**src/rtl/core_v_mcu_pkg.sv**
```systemverilog
// Shared register-bus request/response types plus the reg bus arbiter
// defaults and FSM state encoding.
package core_v_mcu_pkg;

  typedef struct packed {
    logic [31:0] addr;
    logic        write;
    logic [31:0] wdata;
    logic [3:0]  wstrb;
    logic        valid;
  } reg_req_t;

  typedef struct packed {
    logic [31:0] rdata;
    logic        error;
    logic        ready;
  } reg_rsp_t;

  localparam int unsigned RegArbNumReq        = 2;
  localparam int unsigned RegArbTimeoutCycles = 256;

  typedef enum logic {
    ArbIdle = 1'b0,
    ArbBusy = 1'b1
  } arb_state_e;

endpackage

```
**src/rtl/reg_bus_arb_watchdog.sv**
```systemverilog
// Transaction watchdog for reg_bus_arbiter: counts stalled BUSY cycles and
// flags expiry on the last allowed cycle if the target is still not ready.
module reg_bus_arb_watchdog #(
  parameter int unsigned TimeoutCycles = 256
) (
  input  logic clk_i,
  input  logic rst_i,
  input  logic start_i,
  input  logic clear_i,
  input  logic ready_i,
  output logic expire_o
);

  localparam int unsigned CntW = $clog2(TimeoutCycles);

  logic [CntW-1:0] cnt_q;

  assign expire_o = start_i && !ready_i && (cnt_q == CntW'(TimeoutCycles - 1));

  // NOTE: sequential state is written with non-blocking assignments only, so
  // every flop samples pre-edge values regardless of process ordering.
  always_ff @(posedge clk_i or posedge rst_i) begin
    if (rst_i) begin
      cnt_q <= '0;
    end else if (clear_i) begin
      cnt_q <= '0;
    end else if (start_i && !ready_i && !expire_o) begin
      cnt_q <= cnt_q + 1'b1;
    end
  end

endmodule

```
**src/rtl/reg_bus_arbiter.sv**
```systemverilog
// Round-robin arbiter sharing one reg bus target among NumReq requesters.
// Define REG_BUS_ARBITER_TIMEOUT_EN to build the per-transaction watchdog.
module reg_bus_arbiter
  import core_v_mcu_pkg::*;
#(
  parameter int unsigned NumReq        = RegArbNumReq,
  parameter int unsigned TimeoutCycles = RegArbTimeoutCycles,
  parameter type         req_t         = reg_req_t,
  parameter type         rsp_t         = reg_rsp_t,
  localparam int unsigned SelW         = (NumReq > 1) ? $clog2(NumReq) : 1
) (
  input  logic                  clk_i,
  input  logic                  rst_i,
  input  req_t [NumReq-1:0]     req_i,
  output rsp_t [NumReq-1:0]     rsp_o,
  output req_t                  req_o,
  input  rsp_t                  rsp_i,
  output logic [SelW-1:0]       gnt_idx_o,
  output logic                  busy_o,
  output logic                  timeout_o
);

  if (NumReq < 2 || NumReq > 16) begin : g_bad_num_req
    $error("reg_bus_arbiter: NumReq must be in 2..16");
  end
  if (TimeoutCycles < 2) begin : g_bad_timeout
    $error("reg_bus_arbiter: TimeoutCycles must be >= 2");
  end

  arb_state_e      state_q, state_d;
  logic [SelW-1:0] rr_ptr_q, rr_ptr_d;
  logic [SelW-1:0] gnt_q, gnt_d;
  logic [SelW-1:0] arb_idx, next_ptr;
  logic            arb_found;
  int unsigned     cand;
  logic            wd_expire;

`ifdef REG_BUS_ARBITER_TIMEOUT_EN
  reg_bus_arb_watchdog #(
    .TimeoutCycles(TimeoutCycles)
  ) u_watchdog (
    .clk_i    (clk_i),
    .rst_i    (rst_i),
    .start_i  (state_q == ArbBusy),
    .clear_i  (state_q == ArbIdle),
    .ready_i  (rsp_i.ready),
    .expire_o (wd_expire)
  );
`else
  assign wd_expire = 1'b0;
`endif

  // First valid requester at or after rr_ptr, wrapping modulo NumReq.
  always_comb begin
    arb_found = 1'b0;
    arb_idx   = '0;
    cand      = 0;
    for (int unsigned i = 0; i < NumReq; i++) begin
      cand = int'(rr_ptr_q) + i;
      if (cand >= NumReq) cand = cand - NumReq;
      if (!arb_found && req_i[SelW'(cand)].valid) begin
        arb_found = 1'b1;
        arb_idx   = SelW'(cand);
      end
    end
  end

  assign next_ptr = (gnt_q == SelW'(NumReq - 1)) ? '0 : gnt_q + 1'b1;

  // NOTE: every signal driven here gets a default first, so no path through
  // the case statement can leave one unassigned and infer a latch.
  always_comb begin
    state_d   = state_q;
    rr_ptr_d  = rr_ptr_q;
    gnt_d     = gnt_q;
    req_o     = '0;
    rsp_o     = '0;
    timeout_o = 1'b0;
    case (state_q)
      ArbIdle: begin
        if (arb_found) begin
          gnt_d   = arb_idx;
          state_d = ArbBusy;
        end
      end
      ArbBusy: begin
        req_o = req_i[gnt_q];
        if (!req_i[gnt_q].valid) begin
          // Withdrawn request: nothing forwarded back, slot counts as used.
          state_d  = ArbIdle;
          rr_ptr_d = next_ptr;
        end else begin
          rsp_o[gnt_q] = rsp_i;
          if (rsp_i.ready) begin
            state_d  = ArbIdle;
            rr_ptr_d = next_ptr;
          end else if (wd_expire) begin
            rsp_o[gnt_q]       = '0;
            rsp_o[gnt_q].ready = 1'b1;
            rsp_o[gnt_q].error = 1'b1;
            req_o.valid        = 1'b0;
            timeout_o          = 1'b1;
            state_d            = ArbIdle;
            rr_ptr_d           = next_ptr;
          end
        end
      end
      default: state_d = ArbIdle;
    endcase
  end

  always_ff @(posedge clk_i or posedge rst_i) begin
    if (rst_i) begin
      state_q  <= ArbIdle;
      rr_ptr_q <= '0;
      gnt_q    <= '0;
    end else begin
      state_q  <= state_d;
      rr_ptr_q <= rr_ptr_d;
      gnt_q    <= gnt_d;
    end
  end

  assign gnt_idx_o = gnt_q;
  assign busy_o    = (state_q == ArbBusy);

endmodule

```
**config.mk**
```make
export PLATFORM = sky130hd
export DESIGN_NAME = reg_bus_arbiter
export DESIGN_NICKNAME = d
export VERILOG_FILES = /design/src/rtl/core_v_mcu_pkg.sv /design/src/rtl/reg_bus_arb_watchdog.sv /design/src/rtl/reg_bus_arbiter.sv
export SDC_FILE = /design/constraint.sdc
export NUM_CORES = 1
export LEC_CHECK = 0
export CORE_AREA = 4 4 120 122
export DETAILED_ROUTE_END_ITERATION = 10
export DIE_AREA = 0 0 124 126
export HOLD_SLACK_MARGIN = 0.1
export PLACE_DENSITY_LB_ADDON = 0.3
export RECOVER_POWER = 25
export SETUP_SLACK_MARGIN = 0.2
export SLEW_MARGIN = 20
export SYNTH_ARGS = -nofsm -noshare
export SYNTH_HDL_FRONTEND = slang
export SYNTH_SLANG_ARGS = --single-unit
```
**constraint.sdc**
```tcl
create_clock -name clk_i -period 2.9 [get_ports clk_i]
set_input_delay 0.58 -clock clk_i [delete_from_list [all_inputs] [get_ports clk_i]]
set_output_delay 0.58 -clock clk_i [all_outputs]
set_load 0.02 [all_outputs]
```
==> impl_metrics.toml <==
[detailed_routing]
drtAntennaViolNets = 0
drt_iter0_drc = 82
wire_per_inst_um = 15.65
num_vias = 2828
vias_per_cell = 3.874
wirelength_mm = 11.43
dr.pass1.iters = 4
drc_errors = 0

[floorplanning]
die_h_um = 126
row_count = 42
initial_core_util = 0.1483
num_io_pins = 317
core_sq_mm = 0.01319
die_x_um = 124
die_area_sq_mm = 0.01562

[placement]
dpl_cell_area_sq_mm = 0.005264
detailed_place_hpwl_mm = 9.874
place_inst = 726
place_ws_ns = 0.09687
gp_congestion = 0.8428
io_buffers = 315

[timing]
hold_viol = 0
min_period_over_period = 0.9231
worst_slack_ns = 0.2231
layout_min_cycle_time_ns = 2.677
clock-skew-final_ns = 0.001453
max_clock_freq_ghz = 0.3736
rsz0062_at_grt = "false"
totalNegativeSetupSlack_ns = 0
slew_violations = 0
setup_viol = 0

[global_route]
grt_use_total = 0.1315
grt_pass1_wl_mm = 16.35
top_usage_layer = "met2"
met2_usage = 0.2609
overflow = 0
use_met1 = 0.1429
grt_max_degree = 78
first_global_vias = 2932
antenna_found_initial = 0
gr-usage-met3 = 0.02691

[cts]
ctsHoldBuffers = 0
cts_setup_buffers = 0
cts-root-buf = "clkbuf_16"
clockBufferDepth = 2
cts_buffers = 3
cts_max_level = 1
cts_tree = "yes"
clk_transition_reported_paths_ns = 0.03
worstSkewPairLatency_ns = 0.22
cts.sinks = 3

[yosys]
yosysSeqAreaShare = 0.03839
synth_xor_area_frac = 0
synth_area_leaders = "mux2i_1 36%, nor2b_1 23%, and2_1 21%"
synth_top_area_cell = "mux2i_1"
synth_compound_gate_area_share = 0.01663
ys_types = 25
syn_avg_cell_area_sq_um = 7.823
synth_top_family_by_area = "simple AND/OR/NAND/NOR gates"
yosys.area_share.adder = 0
synth_nets = 426
syn_area_sq_mm = 0.001956
syn_inst = 250
ys_seq_elements = 3
yosys.area_share.simple = 0.4741
synth_top_area_share = 0.3583
synth_warnings = 0
yosys-mux-area-fraction = 0.3583

[pwr]
power_density_mw_per_mm2 = 566.3
total_power_w = 0.002967
leakage_nw = 2.484
ir_drop_mv = 0.2879

[finish]
area_growth_pct = 167.9
fin_area_sq_mm = 0.005240
drive_above_1_share = 0.02708
num_antenna_cells = 0
fin_nets = 731
final_cell_count_no_fill = 730

[hold_path]
holdCritStartpoint = "rr_ptr_q"
worstHoldPathType = "reg2reg"

[setup_path]
start_kind = "input port"
critPathArrivalTime_ns = 2.10
cp.required_ns = 2.32
critPathLaunch = "req_i[70]"
cpMostUsedCell = "clkdlybuf4s50_1"
crit_path_cell_trace = "clkdlybuf4s50_1 -> clkbuf_1 -> and4_1 -> clkdlybuf4s50_1"
reg2reg_from = "gnt_idx_o"
cp_max_fo = 6
critPathSlowestCell = "clkdlybuf4s50_1"
endpoint_kind = "output port"
max_stage_delay_ns = 0.62
critPathKind = "in2out"

[run]
drv_cap = 0

[outcome]
status = "complete, no violations"
## report_power, final
group / internal [W] / switching [W] / leakage (nW)
clock: 0.000181 / 0.0000337 / 0.0382
combinational: 0.00135 / 0.00131 / 2.41
sequential: 0.0000657 / 0.0000310 / 0.0323
## cell usage after synthesis, drive strengths merged
cell and count:
inv 1, and3 1, and3b 1, conb 1, nand2b 1, and4b 1, nand2 1, dfrtp 3
a2bb2oi 1, nor2 1, buf 15, a21bo 1, o211ai 1, nor2b 73, nand3b 1, mux2i 70
clkbuf 9, and2 66, and4 1, o22ai 1
## cell families after synthesis
logic type             Yosys count
flip-flops                       3
AND/OR/NAND/NOR                147
AO/OA/AOI/OAI                    4
buffers and inverters           25
multiplexers                    70
other                            1
## per-stage QoR
step	utilization	hold WS, ns
3_3_place_gp	0.3991	0.5259
6_report	0.3973	0.5577
4_1_cts	0.3988	0.5399
3_5_place_dp	0.3991	0.5561
5_1_grt	0.3973	0.5798
2_1_floorplan	-	0.3336
## critical path, delay by kind of cell
kind	cells	cell delay (ns)
buffers and inverters	3	1.30
AND/OR/NAND/NOR	1	0.22
## placed cells by master (no fill, tap or decap)
cell,netlist,routed
clkbuf_1,6,3
a21bo_2,1,1
buf_12,1,5
clkdlybuf4s50_1,0,224
and3b_2,1,1
and3_1,0,1
nor2b_1,73,73
nand2_1,1,1
a2bb2oi_1,1,1
and4_1,1,1
mux2i_1,70,70
buf_6,4,1
nand2b_1,1,1
clkbuf_16,0,3
nor2_1,1,1
dlygate4sd3_1,0,24
o211ai_1,1,1
o22ai_1,1,1
inv_1,1,1
nand3b_1,1,1
conb_1,1,1
dfrtp_4,0,1
dlygate4sd2_1,0,66
dfrtp_2,0,1
dfrtp_1,3,1
buf_4,4,2
and2_1,66,66
and4b_1,1,1
## metal layers
layer / vias to the layer above / share of wire
li1: 1420 / -
met1: 1271 / 0.36
met2: 133 / 0.55
met3: 4 / 0.081
met4: 0 / 0.0061
met5: - / 0
## worst paths after layout
kind,to,slack (ns),depth (start not counted)
worst max register to register,rr_ptr_q,1.63,3
max in group asynchronous,gnt_idx_o,2.07,2
worst max-delay path,rsp_o[41],0.22,4
worst min-delay path,gnt_idx_o,0.56,2
min in group asynchronous,rr_ptr_q,0.68,2
worst min register to register,gnt_idx_o,0.56,2
## final cells by class
| cell class | count | area, sq um |
|---|---|---|
| fillers | 1382 | 7950 |
| clock buffers | 4 | 78.83 |
| inverters | 1 | 3.754 |
| well taps | 176 | 220.2 |
| repair buffers | 324 | 3194 |
| multi-input cells | 222 | 1663 |
| flip-flops and latches | 3 | 80.08 |
## sequential cells by signal, summed over array words and instances, names as in the netlist
| name | count |
|---|---|
| rr_ptr_q | 1 |
| gnt_idx_o | 1 |
| busy_o | 1 |
## repair_timing
| item | 4_1_cts | 5_1_grt |
|---|---|---|
| hold endpoints to repair | 0 | 0 |
| gates cloned | 0 | 0 |
| endpoints found under the setup margin | 66 | 1 |
| resized for setup | 66 | 1 |
Power figures use the tool's default switching activity.
